==> src/rtl/led_blink_sequencer.sv <==
// rtl/led_blink_sequencer.sv - command-driven LED sequencer: off, on, N blinks, continuous blink
module led_blink_sequencer #(
    parameter int HALF_PERIOD    = 13500000,
    parameter int CNT_W          = 24,
    parameter bit LED_ACTIVE_LOW = 1'b1
) (
    input  logic       sys_clk,
    input  logic       sys_rst_n,
    input  logic       cmd_valid,
    output logic       cmd_ready,
    input  logic [1:0] cmd_mode,
    input  logic [7:0] cmd_count,
    output logic       busy,
    output logic       done,
    output logic       led
);

    localparam logic [1:0] MODE_OFF        = 2'd0;
    localparam logic [1:0] MODE_ON         = 2'd1;
    localparam logic [1:0] MODE_BLINK_N    = 2'd2;
    localparam logic [1:0] MODE_BLINK_CONT = 2'd3;

    localparam logic LED_LIT   = LED_ACTIVE_LOW ? 1'b0 : 1'b1;
    localparam logic LED_UNLIT = ~LED_LIT;

    localparam logic [CNT_W-1:0] TIMER_LAST = CNT_W'(HALF_PERIOD - 1);

    typedef enum logic [1:0] {
        ST_IDLE,
        ST_LIT,
        ST_DARK
    } state_t;

    state_t           state, state_n;
    logic [CNT_W-1:0] timer, timer_n;
    logic [7:0]       remaining, remaining_n;
    logic             cont, cont_n;
    logic             done_n;
    logic             led_n;
    logic             accept;

    assign cmd_ready = (state == ST_IDLE) | cont;
    assign busy      = (state != ST_IDLE);
    assign accept    = cmd_valid & cmd_ready;

    always_ff @(posedge sys_clk or negedge sys_rst_n) begin
        if (!sys_rst_n) begin
            state     <= ST_IDLE;
            timer     <= '0;
            remaining <= '0;
            cont      <= 1'b0;
            done      <= 1'b0;
            led       <= LED_UNLIT;
        end else begin
            state     <= state_n;
            timer     <= timer_n;
            remaining <= remaining_n;
            cont      <= cont_n;
            done      <= done_n;
            led       <= led_n;
        end
    end

    always_comb begin
        state_n     = state;
        timer_n     = timer;
        remaining_n = remaining;
        cont_n      = cont;
        done_n      = 1'b0;
        led_n       = led;

        case (state)
            ST_LIT: begin
                if (timer == TIMER_LAST) begin
                    timer_n = '0;
                    led_n   = LED_UNLIT;
                    state_n = ST_DARK;
                end else begin
                    timer_n = timer + 1'b1;
                end
            end
            ST_DARK: begin
                if (timer == TIMER_LAST) begin
                    timer_n = '0;
                    if (cont) begin
                        led_n   = LED_LIT;
                        state_n = ST_LIT;
                    end else if (remaining > 8'd1) begin
                        remaining_n = remaining - 8'd1;
                        led_n       = LED_LIT;
                        state_n     = ST_LIT;
                    end else begin
                        remaining_n = '0;
                        state_n     = ST_IDLE;
                        done_n      = 1'b1;
                    end
                end else begin
                    timer_n = timer + 1'b1;
                end
            end
            default: begin
            end
        endcase

        // An accepted command wins over any phase transition, which is how
        // a continuous blink gets preempted without ever reporting done.
        if (accept) begin
            timer_n     = '0;
            remaining_n = '0;
            cont_n      = 1'b0;
            case (cmd_mode)
                MODE_ON: begin
                    led_n   = LED_LIT;
                    state_n = ST_IDLE;
                    done_n  = 1'b1;
                end
                MODE_BLINK_N: begin
                    if (cmd_count == 8'd0) begin
                        led_n   = LED_UNLIT;
                        state_n = ST_IDLE;
                        done_n  = 1'b1;
                    end else begin
                        remaining_n = cmd_count;
                        led_n       = LED_LIT;
                        state_n     = ST_LIT;
                        done_n      = 1'b0;
                    end
                end
                MODE_BLINK_CONT: begin
                    cont_n  = 1'b1;
                    led_n   = LED_LIT;
                    state_n = ST_LIT;
                    done_n  = 1'b0;
                end
                default: begin
                    led_n   = LED_UNLIT;
                    state_n = ST_IDLE;
                    done_n  = 1'b1;
                end
            endcase
        end
    end

endmodule

==> config.mk <==
export PLATFORM = sky130hd
export DESIGN_NAME = led_blink_sequencer
export DESIGN_NICKNAME = d
export VERILOG_FILES = /design/src/rtl/led_blink_sequencer.sv
export SDC_FILE = /design/constraint.sdc
export NUM_CORES = 1
export LEC_CHECK = 0
export BUFFER_PORTS_ARGS = -buffer_cell sky130_fd_sc_hd__buf_2
export CAP_MARGIN = 20
export CORE_ASPECT_RATIO = 1.75
export CORE_MARGIN = 2
export CORE_UTILIZATION = 55
export DETAILED_ROUTE_END_ITERATION = 10
export PLACE_DENSITY = 0.74
export SLEW_MARGIN = 20
export SYNTH_ARGS = -nofsm -noshare
export SYNTH_HDL_FRONTEND = slang
export SYNTH_SLANG_ARGS = --single-unit
==> constraint.sdc <==
create_clock -name sys_clk -period 4.6 [get_ports sys_clk]
set_input_delay 0.46 -clock sys_clk [delete_from_list [all_inputs] [get_ports sys_clk]]
set_output_delay 0.46 -clock sys_clk [all_outputs]
set_load 0.02 [all_outputs]
======== After elaboration in Yosys (flattened, before gate mapping) ========
Index checks and enable logic that the tools add are counted.
cells by class
  add/subtract/negate cells ............... 2
  muxes and demuxes ....................... 33
  reductions and logical operators ........ 12
  order comparisons ....................... 1
  equality and inequality tests ........... 10
  bitwise operators ....................... 2
operators with widths
  kind                   number
  $mux 24                3
  $mux 8                 7
  $add 24x1->24 const B  1
  $eq 24x24->1 const B   1
  $mux 1                 15
  $gt 8x1->1 const B     1
  $logic_not 8->1        1
  $pmux 1 s2             4
  $reduce_bool 2->1      4
  $sub 8x1->8 const B    1
  $eq 2x2->1 const B     3
  $mux 2                 3
  $ne 3x3->1 const B     2
  $reduce_and 3->1       2
  $eq 2x1->1 const B     2
  $ne 4x4->1 const B     1
  $pmux 2 s2             1
  $reduce_and 4->1       1
  $reduce_or 2->1        2
  $reduce_bool 3->1      1
  $logic_not 2->1        1
  $ne 2x1->1 const B     1
  $and 1x1->1            1
  $or 1x1->1             1
storage, ports and cells
  input port bits ......................... 13
  logic and storage cells ................. 66
  register bits ........................... 37

======== Longest topological paths before layout ========
  depth in word-level cells ............... 6
  gate-level depth with buffers ........... 8

======== Worst setup path after synthesis ========
No wires, ideal clock.
  path type ............................... register to register
  start ................................... register remaining[0]
  end ..................................... register remaining[4]
  library setup time ...................... 0.083 ns
  period minus slack after synthesis ...... 1.801 ns
  cell stages (with the launch flop) ...... 9
  arrival time ............................ 1.718 ns
  path slack .............................. 2.799 ns
  data required time ...................... 4.517 ns
  cell sequence ........................... dfrtp_1 > inv_1 > ha_1 > or2_2 > a31o_2 > buf_2 > nor3_1 > a21oi_1 > o21ai_0
on the way
  word-level cells in the longest chain between the ends .. 6
RTL lines
  element                                           RTL line  RTL
  from (decl)                                       36        logic [7:0] remaining, remaining_n;
  from (signal assigned)                            57        remaining <= remaining_n;
  $sub 8x1->8 / $gt 8x1->1 (equally long branches)  89, 88
  $mux 8 *                                          88        end else if (remaining > 8'd1) begin
  $mux 8 *                                          85        if (cont) begin
  $mux 8 *                                          83        if (timer == TIMER_LAST) begin
  $mux 8 *                                          72        case (state)
  $mux 8 *                                          107       if (accept) begin
Mark *: on every way between the ends. The rest lies on a longest branch, timed or not. The select of a mux whose other input is x is not followed.
A chain may end at the register's enable or synchronous reset.

======== Final worst setup path ========
  start ................................... register timer[0]
  end ..................................... register timer[20]
on the way
  word-level cells in the longest chain between the ends .. 4
RTL lines
  element                                               RTL line  RTL
  from (decl)                                           35        logic [CNT_W-1:0] timer, timer_n;
  from (signal assigned)                                56        timer <= timer_n;
  $add 24x1->24 / $eq 24x24->1 (equally long branches)  -
  $mux 24 *                                             74, 83
  $mux 24 *                                             -
  $mux 24 *                                             107
Marked as above.

==> results.json <==
{
  "ant_nets": 0,
  "cpMaxStageDelayCell": "a21o_1",
  "diodes": 0,
  "cts_buffers": 5,
  "layout.nets": 278,
  "max_slew_margin_pct": 45.0,
  "grt_pass1_wl_mm": 8.15,
  "synthMostInstantiatedCell": "nor2_1",
  "cts.reportedPaths.clkPinSlew_ps": 70,
  "synth_area_um2": 2250,
  "status": "finished, final reports clean",
  "fin_util_pct": 62.6,
  "timing.rr.start": "timer[0]",
  "drive_gt1_share_pct": 15.4,
  "yosys.area.top_type": "dfrtp_1",
  "grt_pass1_vias": 1855,
  "r2r_slack_ps": 2460,
  "yosys_warnings": 0,
  "coreArea_um2": 3900,
  "dieArea_um2": 4640,
  "fin_tns_setup_ps": 0,
  "ios": 17,
  "num_vias": 1826,
  "grt_max_degree": 38,
  "cts_hold_buf": 0,
  "htree_num_levels": 2,
  "gp_congestion": 0.810,
  "synth.top_cell.area_share_pct": 40.1,
  "syn_nets": 261,
  "worst_pin_slew_ps": 825,
  "path_cells": "ha_1, and3_1, nand4_4, nor3_4, a21o_1, nor2_1",
  "power_density_nw_per_um2": 242,
  "synth-seq-cells": 37,
  "start_util_pct": 57.6,
  "dpl.hpwl_mm": 3.60,
  "slew_violations": 0,
  "synth_edf_count": 0,
  "routedWlPerCell_um": 15.5,
  "clk_latency_ps": 290,
  "cts_tree": "yes",
  "ctsResizeCount": 0,
  "ys_top_cells_by_area": "dfrtp_1, nor2_1, xor2_1, ha_1, o21ai_0",
  "startpoint_type": "flop",
  "post_cts_buffers": 0,
  "track_usage_pct": 23.6,
  "antenna_found_initial": 0,
  "setup_viol": 0,
  "drt-initial-drc-count": 52,
  "rsz0062_at_grt": "no",
  "drtPass1Iterations": 4,
  "netlist_top_cells_count": "nor2_1, dfrtp_1, nand2_1",
  "synthCells": 242,
  "timing.rr.end": "timer[20]",
  "die_w_um": 52.3,
  "wirelength_mm": 4.76,
  "cap_violations": 0,
  "ir_drop_mv": 0.218,
  "async_flop_share_pct": 100,
  "critPathLaunch": "timer[0]",
  "finalCritPeriodShare_pct": 46.5,
  "port_buffers": 16,
  "multiInputGateArea_um2": 1240,
  "critical_path_class": "reg -> reg",
  "grt_overflow": 0,
  "hold_path_class": "in -> async",
  "dieHeight_um": 88.6,
  "crit_path_end": "timer[20]",
  "arrival_ps": 2290,
  "ys_seq_area_share_pct": 41.2,
  "period_minus_slack_ps": 2140,
  "viasPerCell": 5.93,
  "fmax_mhz": 468,
  "leakagePower_nw": 1.07,
  "ys_types": 55,
  "avgSynthCellArea_um2": 9.29,
  "finalHoldViolations": 0,
  "worstSetupEndpointType": "flop",
  "clockBufferDepth": 2,
  "skew_ps": 7.97,
  "required_ps": 4750,
  "seqCellArea_um2": 927,
  "row_count": 30,
  "worst_r2r_path_depth": 6,
  "fillCellCount": 376,
  "synthFlopType": "dfrtp_1",
  "root_buffer": "clkbuf_8",
  "area_growth_pct": 8.68,
  "cp_max_fo": 19,
  "slowest_delay_ps": 580,
  "cts_sinks": 37,
  "route.detailed.drc": 0
}
==> area by class of cell <==
| type | instances | area share [%] |
|---|---|---|
| Multi-Input combinational cell | 190 | 50.6 |
| Sequential cell | 37 | 37.9 |
| Clock buffer | 7 | 3.94 |
| Timing Repair Buffer | 17 | 3.58 |
| Tap cell | 48 | 2.46 |
| Inverter | 8 | 1.23 |
| Clock inverter | 1 | 0.205 |
==> state kept, by name, indices dropped and copies added, names as in the netlist <==
signal     flops
timer         24
state          2
done           1
cont           1
led            1
remaining      8
==> per-layer routing <==
metal  vias to the layer above  track usage (%)  routed length [um]
met1                       873             25.1                1840
met5                         -                0                   0
met3                        13             3.89                 122
li1                        906                -                   -
met4                         0             11.4                 135
met2                        34             43.6                2670
==> per-stage QoR <==
step	hold WS [ps]	area, um2	worst slack (ps)	total power (W)	instances
after floorplan	164	2250	2800	0.000333	242
after global placement	496	2340	2510	0.000346	300
after detailed placement	503	2340	2460	0.000346	300
after CTS	292	2440	2440	0.000595	308
after global routing	334	2440	2250	0.000609	308
final	259	2440	2460	0.000592	308
==> worst min-delay path by stage <==
stage,endpoint,slack [ps],cells past startpoint
final,timer[7],260,1
after global routing,state[0],330,1
after CTS,done,290,1
after detailed placement,remaining[7],500,2
after global placement,remaining[7],500,2
after floorplan,cont,160,0
==> where the power goes <==
group          switching [W]  leakage (nW)  internal (W)   total, W
registers                  0         0.472      0.000325   0.000325
logic             0.00000983         0.542    0.00000458  0.0000144
clock network       0.000117        0.0542      0.000135   0.000252
total               0.000126          1.07      0.000465   0.000592
==> cells by family (layout without fill, tap and decap cells) <==
family                     count (synthesis)  in the layout  share of synthesized area, %
and+or+nand+nor                          115            115                          29.3
AOI/OAI and AO/OA                         49             49                          14.6
DFF                                       37             37                          41.2
xor gates and xnor gates                  19             19                          7.40
buffers and inverters                     15             33                          3.73
adders and majority gates                  6              6                          3.34
muxes                                      1              1                         0.445
==> placed cells by master, fill, tap and decap left out, drive strengths merged, types with 3 or more instances in the layout <==
cell type  Yosys  layout
nand4          9       9
nor4           7       7
and4           4       4
nor3b          4       4
nand2         17      17
nor2          38      38
or2            3       3
xnor2          8       8
dfrtp         36      36
nor3           8       8
a21oi         10      10
nand3         11      11
a31oi          4       4
inv            8       8
clkbuf         1       7
xor2          11      11
o21ai         18      18
buf            6      17
ha             6       6
==> worst max-delay path, delay by kind of cell, from the launching register on <==
family | cells | cell delay (ps)
simple gates | 4 | 810
flops | 1 | 400
fa+ha+maj | 1 | 200
compound gates | 1 | 580
Power figures use the tool's default switching activity.
